==> config.mk <==
export PLATFORM = sky130hd
export DESIGN_NAME = dac_spi_tx
export DESIGN_NICKNAME = d
export VERILOG_FILES = /design/src/rtl/dac_spi_tx.sv
export SDC_FILE = /design/constraint.sdc
export NUM_CORES = 1
export LEC_CHECK = 0
export ABC_AREA = 1
export CAP_MARGIN = 30
export CORE_MARGIN = 4
export CORE_UTILIZATION = 40
export CTS_CLUSTER_DIAMETER = 50
export DETAILED_ROUTE_END_ITERATION = 10
export PLACE_DENSITY = 0.69
export SYNTH_ARGS = -nofsm -noshare
export SYNTH_HDL_FRONTEND = slang
export SYNTH_SLANG_ARGS = --single-unit
==> constraint.sdc <==
create_clock -name clk -period 2.1 [get_ports clk]
set_input_delay 0.315 -clock clk [delete_from_list [all_inputs] [get_ports clk]]
set_output_delay 0.315 -clock clk [all_outputs]
set_load 0.05 [all_outputs]
==> src/rtl/dac_spi_tx.sv <==
// Serial transmitter for a 16-bit DAC frame {2'b00, pd_mode, data_in}, MSB first.
// sclk idles high, and the DAC samples sdata on the falling edges of sclk.
module dac_spi_tx #(
  parameter int unsigned CLK_DIV = 4
) (
  input  logic        clk,
  input  logic        rst,
  input  logic        start,
  input  logic [11:0] data_in,
  input  logic [1:0]  pd_mode,
  output logic        sclk,
  output logic        sync_n,
  output logic        sdata,
  output logic        busy,
  output logic        done
);

  localparam logic [7:0] HALF_LAST = 8'(CLK_DIV - 1);

  typedef enum logic [1:0] {
    IDLE,
    SHIFT,
    HOLD
  } state_t;

  state_t      state, stateNext;
  logic [7:0]  halfCnt, halfCntNext;
  logic [3:0]  bitCnt, bitCntNext;
  logic [15:0] shiftReg, shiftRegNext;
  logic        sclkNext, syncNext, sdataNext, busyNext, doneNext;
  logic        halfEnd;

  assign halfEnd = (halfCnt == HALF_LAST);

  // Outputs are computed one cycle ahead and registered, so every output is a flop.
  always_comb begin
    stateNext    = state;
    halfCntNext  = halfCnt;
    bitCntNext   = bitCnt;
    shiftRegNext = shiftReg;
    sclkNext     = sclk;
    syncNext     = sync_n;
    sdataNext    = sdata;
    busyNext     = busy;
    doneNext     = 1'b0;

    case (state)
      IDLE: begin
        sclkNext    = 1'b1;
        syncNext    = 1'b1;
        sdataNext   = 1'b0;
        busyNext    = 1'b0;
        halfCntNext = '0;
        bitCntNext  = '0;
        if (start) begin
          stateNext    = SHIFT;
          shiftRegNext = {2'b00, pd_mode, data_in};
          sdataNext    = 1'b0;
          syncNext     = 1'b0;
          busyNext     = 1'b1;
        end
      end

      SHIFT: begin
        if (!halfEnd) begin
          halfCntNext = halfCnt + 8'd1;
        end else begin
          halfCntNext = '0;
          if (sclk) begin
            sclkNext = 1'b0;
          end else if (bitCnt == 4'd15) begin
            // Last low half-period done: bit counter exhaustion ends the frame.
            stateNext    = HOLD;
            sclkNext     = 1'b1;
            syncNext     = 1'b1;
            sdataNext    = 1'b0;
            shiftRegNext = '0;
          end else begin
            bitCntNext   = bitCnt + 4'd1;
            shiftRegNext = {shiftReg[14:0], 1'b0};
            sdataNext    = shiftReg[14];
            sclkNext     = 1'b1;
          end
        end
      end

      HOLD: begin
        if (!halfEnd) begin
          halfCntNext = halfCnt + 8'd1;
        end else begin
          stateNext   = IDLE;
          halfCntNext = '0;
          bitCntNext  = '0;
          busyNext    = 1'b0;
          doneNext    = 1'b1;
        end
      end

      default: begin
        stateNext = IDLE;
      end
    endcase
  end

  always_ff @(posedge clk or posedge rst) begin
    if (rst) begin
      state    <= IDLE;
      halfCnt  <= '0;
      bitCnt   <= '0;
      shiftReg <= '0;
      sclk     <= 1'b1;
      sync_n   <= 1'b1;
      sdata    <= 1'b0;
      busy     <= 1'b0;
      done     <= 1'b0;
    end else begin
      state    <= stateNext;
      halfCnt  <= halfCntNext;
      bitCnt   <= bitCntNext;
      shiftReg <= shiftRegNext;
      sclk     <= sclkNext;
      sync_n   <= syncNext;
      sdata    <= sdataNext;
      busy     <= busyNext;
      done     <= doneNext;
    end
  end

endmodule

After elaboration in Yosys (flattened, before gate mapping)

Cells that the tools add are included.
W data, S select, Z words.

Input bits: 17
Output and inout bits: 5
Logic and storage cells: 69
Bits in registers: 34

Muxes and demuxes: 35
Equality and inequality tests: 10
Add/sub/neg operators: 2
Reductions and logical operators: 13

Operators by type and width:

| operator              | number |
|---|---|
| $mux W15              | 4 |
| $pmux W15 S2          | 1 |
| $mux W4               | 4 |
| $pmux W8 S2           | 1 |
| $mux W1               | 13 |
| $ne A2 B2 Y1 const B  | 6 |
| $pmux W4 S3           | 1 |
| $mux W2               | 5 |
| $reduce_and A5 Y1     | 2 |
| $add A8 B1 Y8 const B | 1 |
| $eq A8 B2 Y1 const B  | 1 |
| $mux W8               | 1 |
| $pmux W1 S2           | 4 |
| $reduce_and A4 Y1     | 2 |
| $pmux W2 S3           | 1 |
| $reduce_bool A2 Y1    | 3 |
| $add A4 B1 Y4 const B | 1 |
| $eq A4 B4 Y1 const B  | 1 |
| $reduce_and A2 Y1     | 2 |
| $reduce_and A3 Y1     | 1 |
| $reduce_bool A3 Y1    | 1 |
| $eq A2 B1 Y1 const B  | 1 |
| $eq A2 B2 Y1 const B  | 1 |
| $logic_not A2 Y1      | 1 |
| $reduce_or A2 Y1      | 1 |

Logic depth before layout (Yosys ltp)

Gate-level depths: netlist (run 1).

Depth in word-level cells: 5
Mapped depth: 10
Gate-level depth less buffers: 9

Least setup slack after synthesis (run 1)

OpenSTA, ideal clock, no wires.

Path kind: reg2reg
Start point: register state[1]
End point: register shiftReg[2]
Cell stages (with the launch flop): 11
Setup time: 0.117 ns
Setup slack: 0.625 ns
Required time: 1.983 ns
Buffers on the path: 2
Data arrival time: 1.358 ns
Clock period less this slack: 1.475 ns
Cell sequence: dfrtp_1 inv_1 ha_1 buf_6 nand2_4 inv_2 nor2_4 nand3_4 buf_6 nand2_1 nand2_1

Cells in the longest elaborated chain, start to end: 3
Elaborated cells on any way between the ends: 8
Classes of those cells: eq/ne: 4; mux: 1; reduce/logical: 3

RTL lines:

| item                                                                | RTL line | source |
|---|---|---|
| from (decl)                                                         | 26       | `state_t state, stateNext;` |
| from (signal assigned)                                              | 117      | `state <= stateNext;` |
| $eq A2 B1 Y1 or $logic_not A2 Y1 (tied branches)                    | 47       | `case (state)` |
| $ne A2 B2 Y1 (no source line) or $reduce_bool A2 Y1 (tied branches) | n/a      |  |
| $reduce_and A4 Y1 (no source line)                                  | n/a      |  |
| to (signal assigned)                                                | 120      | `shiftReg <= shiftRegNext;` |
| to (decl)                                                           | 29       | `logic [15:0] shiftReg, shiftRegNext;` |

Several ways; a longest one is shown, not always the timed one.
A chain may end at the register's enable or synchronous reset.

Worst setup path in the final report (run 1)

Start point: register sclk
End point: output port sclk

RTL lines:

| item                   | RTL line | source |
|---|---|---|
| from (decl)            | 11       | `output logic sclk,` |
| from (signal assigned) | 121      | `sclk <= sclkNext;` |

No word-level cell between the ends.

==> results by group, run 1 <==
Status
  • Outcome: complete, no violations

Pwr
  • Peak ir drop on the vdd network: 0.479 mV
  • Ratio of total power to cell area: approximately 1400 mW/mm^2
  • Pleak: 1.23 nW

Worst hold path
  • Min-delay worst type: in -> async

Clocking
  • Clock buffer count from CTS: 5
  • CTS sink cnt: 34
  • Clock edge transition at the registers on the reported setup and hold paths: around 0.07 ns
  • Clock tree from TritonCTS: yes
  • Cts-stage hold buffer count: 0
  • # H-tree levels: 2
  • Root cell of the clock tree: clkbuf_8
  • Clock latency reported for the late side of the worst-skew pair: between 0.2 and 0.3 ns
  • Buffers inserted by post-CTS timing repair: 0
  • Post-CTS sizing: 0
  • Maximum root-to-sink buffer count: 2

Final layout
  • Nets: 313
  • Area grow syn2layout: 16.3%
  • Post-route insts no fill: 358
  • Ratio of cells with drive above 1 in the final layout: 0.137
  • Inserted Diodes: 0

Floorplan
  • Vert. Die Dim: 79.5 um
  • Number of placement rows: 25
  • Placeable core region: between 0.004 and 0.005 mm^2
  • Die width: 79.5 um
  • Full die area: between 0.006 and 0.007 mm^2
  • IO Pins: 22
  • Initial standard-cell utilization of the core: 0.422

Synth
  • Syn Area/Cell: 7.71 um^2
  • Share of Yosys cell area claimed by the top area cell type: 0.392
  • Share of synthesized registers carrying an async set or reset: 1.00
  • Netlist cell types: 27
  • Top FF cell, synth: dfrtp_1
  • Number of synthesized flops with an enable pin: 0
  • Post-synth top cells: nand2_1, dfrtp_1, nand3_1
  • Cell Area, Synth: 0.00204 mm^2
  • Net count after synthesis: 288
  • Top area cells in the synthesized netlist: dfrtp_1, nand2_1, nand3_1
  • Number of instances in the synthesized netlist: 265
  • Cell with the most instances after synthesis: nand2_1
  • Number of warnings reported in the yosys synthesis log: 0
  • Cell type contributing the most total cell area after synthesis: dfrtp_1
  • Register bit count reported by yosys: 34
  • Sequential-to-total area share from yosys stat: 0.417

Placement
  • Quantity of I/O buffers inserted on ports: 21
  • Final weighted congestion of routability-driven global placement: 0.849
  • HPWL after DPL: around 3100 um
  • Cell total after placement: 350

Worst setup path
  • Endpoint type of the worst setup path: output pin
  • Cell chain of the critical path: clkdlybuf4s50_1
  • Worst endpoint required time: 1.78 ns
  • Data arrival time of the critical path: 1.68 ns
  • Kind of cell with the highest combined delay on the critical path: buffers and inverters
  • Library cell contributing the largest single delay on the critical path: clkdlybuf4s50_1
  • Biggest cell delay along the critical path: 0.81 ns
  • Type of element launching the critical path: flip-flop
  • WP buf/inv: 1
  • CP Class: reg -> out
  • Worst-path fanout max: 4

STA
  • RSZ-0062 raised after global routing: no
  • Setup-violating endpoint count in the final report: 0
  • Final Max Slew Viols: 0
  • Worst-case clock skew: 0.00848 ns
  • Clock period minus worst slack: 1.99 ns
  • Peak Freq: 502 MHz
  • Final hold violation count: 0
  • Slew HR: 0.665
  • Fin Setup TNS: 0 ns
  • Transition time of the tightest slew-check pin: 0.501 ns
  • Final period utilization: 0.949

GRT
  • Via count of the first global-routing pass: 1666
  • Largest net degree at the start of global routing: 35
  • Global-route wire length before repair: 7480 um
  • Overall overflow remaining after global route: 0
  • GRT Util Overall: 0.149
  • Initial antenna violation count: 0

Route
  • Wirelength per Cell: roughly 12 um
  • Post-Route WL: 4280 um
  • Routed vias/inst: 4.88
  • First drt pass iteration count: 4
  • Post-detailed-route DRC marker count: 0
  • Initial drt markers: 93
  • Final antenna-violating net count: 0
  • Total number of vias: 1747

Job
  • Total of max-cap violations: 0
==> cell type report <==
type	count	area (um^2)
clock buffer	7	86.3
clock inverter	1	5.00
fill	475	2470
inverter	22	82.6
multi-input combinational	199	1000
sequential	34	853
tap	67	83.8
timing repair buffer	28	263
==> cells by family (layout without fill, tap and decap cells) <==
family | count (synthesis) | after routing | synth area share
adders and majority gates | 6 | 6 | 0.0367
xor gates and xnor gates | 4 | 4 | 0.0171
AOI/OAI and AO/OA | 8 | 8 | 0.0196
DFF | 34 | 34 | 0.417
buffers and inverters | 32 | 58 | 0.0912
and+or+nand+nor | 181 | 181 | 0.418
==> flip-flops by register name, indices dropped and copies added (netlist names) <==
register,count
sync_n,1
shiftReg,15
done,1
sclk,1
sdata,1
bitCnt,4
halfCnt,8
busy,1
state,2
==> where the power goes <==
group          internal (mW)  switching [mW]  leakage [nW]
registers              0.892           0.144         0.441
logic                  0.585            1.14         0.741
clock network          0.264           0.239        0.0482
==> layout by cell type, fill, tap and decap left out <==
| cell type | n |
|---|---|
| a21oi_1 | 1 |
| xnor2_1 | 1 |
| inv_2 | 8 |
| o21ai_1 | 5 |
| xor2_1 | 3 |
| nand3_2 | 1 |
| inv_1 | 14 |
| nand4_2 | 1 |
| clkbuf_8 | 6 |
| dfrtp_1 | 32 |
| ha_1 | 6 |
| nor2_1 | 16 |
| clkbuf_1 | 1 |
| nand2_2 | 4 |
| buf_4 | 7 |
| nand3_4 | 1 |
| or2_2 | 2 |
| dfstp_2 | 2 |
| clkinv_2 | 1 |
| nor3_1 | 1 |
| clkdlybuf4s50_1 | 21 |
| nor2_4 | 3 |
| nand2_1 | 102 |
| nand3_1 | 29 |
| o21ai_0 | 2 |
| nand4_1 | 17 |
| nand2_4 | 3 |
| nor3_2 | 1 |
==> path summary, 6_finish.rpt <==
path,start,end,slack [ns],depth (start not counted)
setup / recovery,sclk$_DFFE_PP1P_,sclk,0.11,1
hold / removal,rst,busy$_DFFE_PP0P_,0.42,3
setup reg to reg,state[1]$_DFFE_PP0P_,bitCnt[3]$_DFFE_PP0P_,0.28,8
hold reg to reg,sync_n$_DFFE_PP1P_,sync_n$_DFFE_PP1P_,0.46,2
max in group asynchronous,rst,sclk$_DFFE_PP1P_,1.35,3
min in group clk,sync_n$_DFFE_PP1P_,sync_n$_DFFE_PP1P_,0.46,2
==> through the flow <==
stage	setup WS, ns	cell area [um^2]	power, mW	util	hold WS [ns]
3_5_place_dp	0.254	2290	2.78	0.472	0.455
3_3_place_gp	0.386	2290	2.74	0.472	0.451
4_1_cts	0.0886	2380	3.29	0.491	0.434
5_1_grt	0.0787	2380	3.56	0.491	0.467
6_report	0.106	2380	3.26	0.491	0.416
2_1_floorplan	0.625	2040	2.50	-	0.442
==> layer usage <==
layer	vias to the layer above	GRT usage	routed length (um)
li1	899	-	-
met1	807	0.194	2040
met4	0	0.0722	84
met5	-	0	0
met3	8	0.0327	199
met2	33	0.235	1950
Note: power is estimated with default switching activity, not from simulation.
==> run 2: changes to the inputs <==
--- a/config.mk
+++ b/config.mk
@@ -7,7 +7,6 @@
 export LEC_CHECK = 0
 export ABC_AREA = 1
 export CAP_MARGIN = 30
-export CORE_MARGIN = 4
 export CORE_UTILIZATION = 40
 export CTS_CLUSTER_DIAMETER = 50
 export DETAILED_ROUTE_END_ITERATION = 10
==> results by group, run 2 (synthesis results as in run 1) <==
Status
  • Outcome: complete, no violations

Pwr
  • Sw power: 1.55 mW
  • Share of power burned in the clock network: 0.179
  • Total internal power: 1.81 mW
  • Ratio of total power to cell area: 1410 mW/mm^2
  • Seq pwr share: 0.312
  • Proportion of power drawn by combinational gates: 0.509
  • Peak ir drop on the vdd network: 0.552 mV
  • Final Total Pwr: 3.36 mW
  • Pleak: ~1.2 nW
  • Switching part of the total: 0.462

Worst setup path
  • Capturing element of the worst setup path: sclk
  • Biggest cell delay along the critical path: roughly 0.8 ns
  • Data arrival time of the critical path: 1.70 ns
  • Kind of cell with the highest combined delay on the critical path: buffers and inverters
  • Endpoint type of the worst setup path: output pin
  • CP Class: reg -> out
  • CP Depth: 1
  • Type of element launching the critical path: flip-flop
  • Crit path launch: sclk$_DFFE_PP1P_
  • WP buf/inv: 1
  • Reg-to-reg endpoint: shiftReg[13]$_DFFE_PP0P_
  • Reg2Reg Depth: 7
  • Cell chain of the critical path: clkdlybuf4s50_1
  • Worst R2R Start: state[1]$_DFFE_PP0P_
  • Worst-path fanout max: 4
  • Register-to-register setup slack: 0.24 ns
  • Library cell contributing the largest single delay on the critical path: clkdlybuf4s50_1
  • Worst endpoint required time: 1.78 ns

Route
  • Total number of vias: between 1500 and 2000
  • Final antenna-violating net count: 0
  • Initial drt markers: 133
  • Wirelength per Cell: about 12 um
  • Post-Route WL: 4250 um
  • Routed vias/inst: 4.85
  • Post-detailed-route DRC marker count: 0
  • First drt pass iteration count: 4

GRT
  • Global-route wire length before repair: between 7000 and 8000 um
  • Largest net degree at the start of global routing: 35
  • Overall overflow remaining after global route: 0
  • Initial antenna violation count: 0
  • GRT Util Overall: 0.187
  • Via count of the first global-routing pass: ~1700

Clocking
  • Buffers inserted by post-CTS timing repair: 0
  • CTS sink cnt: 34
  • Maximum root-to-sink buffer count: 2
  • Clock buffer count from CTS: 5
  • Root cell of the clock tree: clkbuf_8
  • # H-tree levels: 2
  • Clock tree from TritonCTS: yes
  • Clock edge transition at the registers on the reported setup and hold paths: 0.08 ns
  • Cts-stage hold buffer count: 0
  • Post-CTS sizing: 0
  • Clock latency reported for the late side of the worst-skew pair: 0.30 ns

Floorplan
  • Die width: 73.5 um
  • Full die area: 0.00540 mm^2
  • IO Pins: 22
  • Placeable core region: 0.00482 mm^2
  • Number of placement rows: 25
  • Initial standard-cell utilization of the core: 0.424
  • Vert. Die Dim: 73.5 um

Final layout
  • Area of the multi-input gates: 0.00100 mm^2
  • Nets: roughly 310
  • Fillers: 485
  • Largest registers: shiftReg x15, halfCnt x8, bitCnt x4
  • Area grow syn2layout: 16.5%
  • Inserted Diodes: 0
  • Most common cell after layout, fill and taps aside: nand2_1
  • Ratio of cells with drive above 1 in the final layout: 0.135
  • Sequential cell area: 853 um^2
  • Finished Cell Area: 0.00238 mm^2
  • Flip-flop count of the largest register, all copies and words added: 15
  • Final Util: 0.494
  • Most frequent cells in the layout: nand2_1, dfrtp_1, nand3_1
  • Post-route insts no fill: 356
  • Biggest register: shiftReg

STA
  • Setup-violating endpoint count in the final report: 0
  • Transition time of the tightest slew-check pin: 0.503 ns
  • Final hold violation count: 0
  • RSZ-0062 raised after global routing: no
  • Peak Freq: 497 MHz
  • Worst-case clock skew: 0.0113 ns
  • Clock period minus worst slack: a little over 2 ns
  • Final period utilization: 0.959
  • Final Max Slew Viols: 0
  • Fin Setup TNS: 0 ns
  • Slew HR: 0.664

Placement
  • HPWL after DPL: 2940 um
  • Cell total after placement: 348
  • Placed cell areas: about 0.0023 mm^2
  • Final weighted congestion of routability-driven global placement: around 0.83
  • Quantity of I/O buffers inserted on ports: 21

Worst hold path
  • Min-delay worst type: in -> async

Job
  • Total of max-cap violations: 0
[run 2: changes by cell type in the layout (fill, tap and decap cells not counted), sizes merged]
cell	previous run	this run
bufinv	0	1
buf	7	5
clkbuf	7	5
clkinv	1	2
[run 2: routing by layer]
| layer | GRT usage | part of all wire |
|---|---|---|
| met1 | 0.247 | 0.49 |
| met2 | 0.293 | 0.45 |
| met3 | 0.0466 | 0.040 |
| met4 | 0.0748 | 0.018 |
| met5 | 0 | 0 |
[run 2: cell type report]
cell class,count,area share
inverter,22,0.0347
multi-input combinational,199,0.422
timing repair buffer,26,0.104
clock inverter,3,0.0168
tap,67,0.0352
sequential,34,0.358
clock buffer,5,0.0289
[run 2: worst min-delay path by stage]
stage               cells past startpoint                        to
floorplan                               2  shiftReg[13]$_DFFE_PP0P_
global placement                        2   shiftReg[6]$_DFFE_PP0P_
detailed placement                      2  shiftReg[14]$_DFFE_PP0P_
CTS                                     3          busy$_DFFE_PP0P_
global route                            3          busy$_DFFE_PP0P_
finish                                  3    halfCnt[6]$_DFFE_PP0P_
[run 2: power groups by stage]
stage,Sequential (mW),Clock (mW),Combinational [mW]
6_report,1.05,0.603,1.71
3_3_place_gp,1.05,0,1.68
5_1_grt,1.08,0.649,1.96
4_1_cts,1.05,0.612,1.71
3_5_place_dp,1.05,0,1.72
2_1_floorplan,1.14,0,1.36
[run 2: metrics by stage]
step	hold WS, ns	setup slack (ns)
after floorplan	0.442	0.625
after global placement	0.454	0.365
after detailed placement	0.459	0.269
after CTS	0.425	0.0713
after global routing	0.472	0.0217
final	0.401	0.0864
[run 2: worst min-delay path, stage by stage]
cell	delay (ns)
clkdlybuf4s50_1	0.39
inv_1	0.05
buf_4	0.37
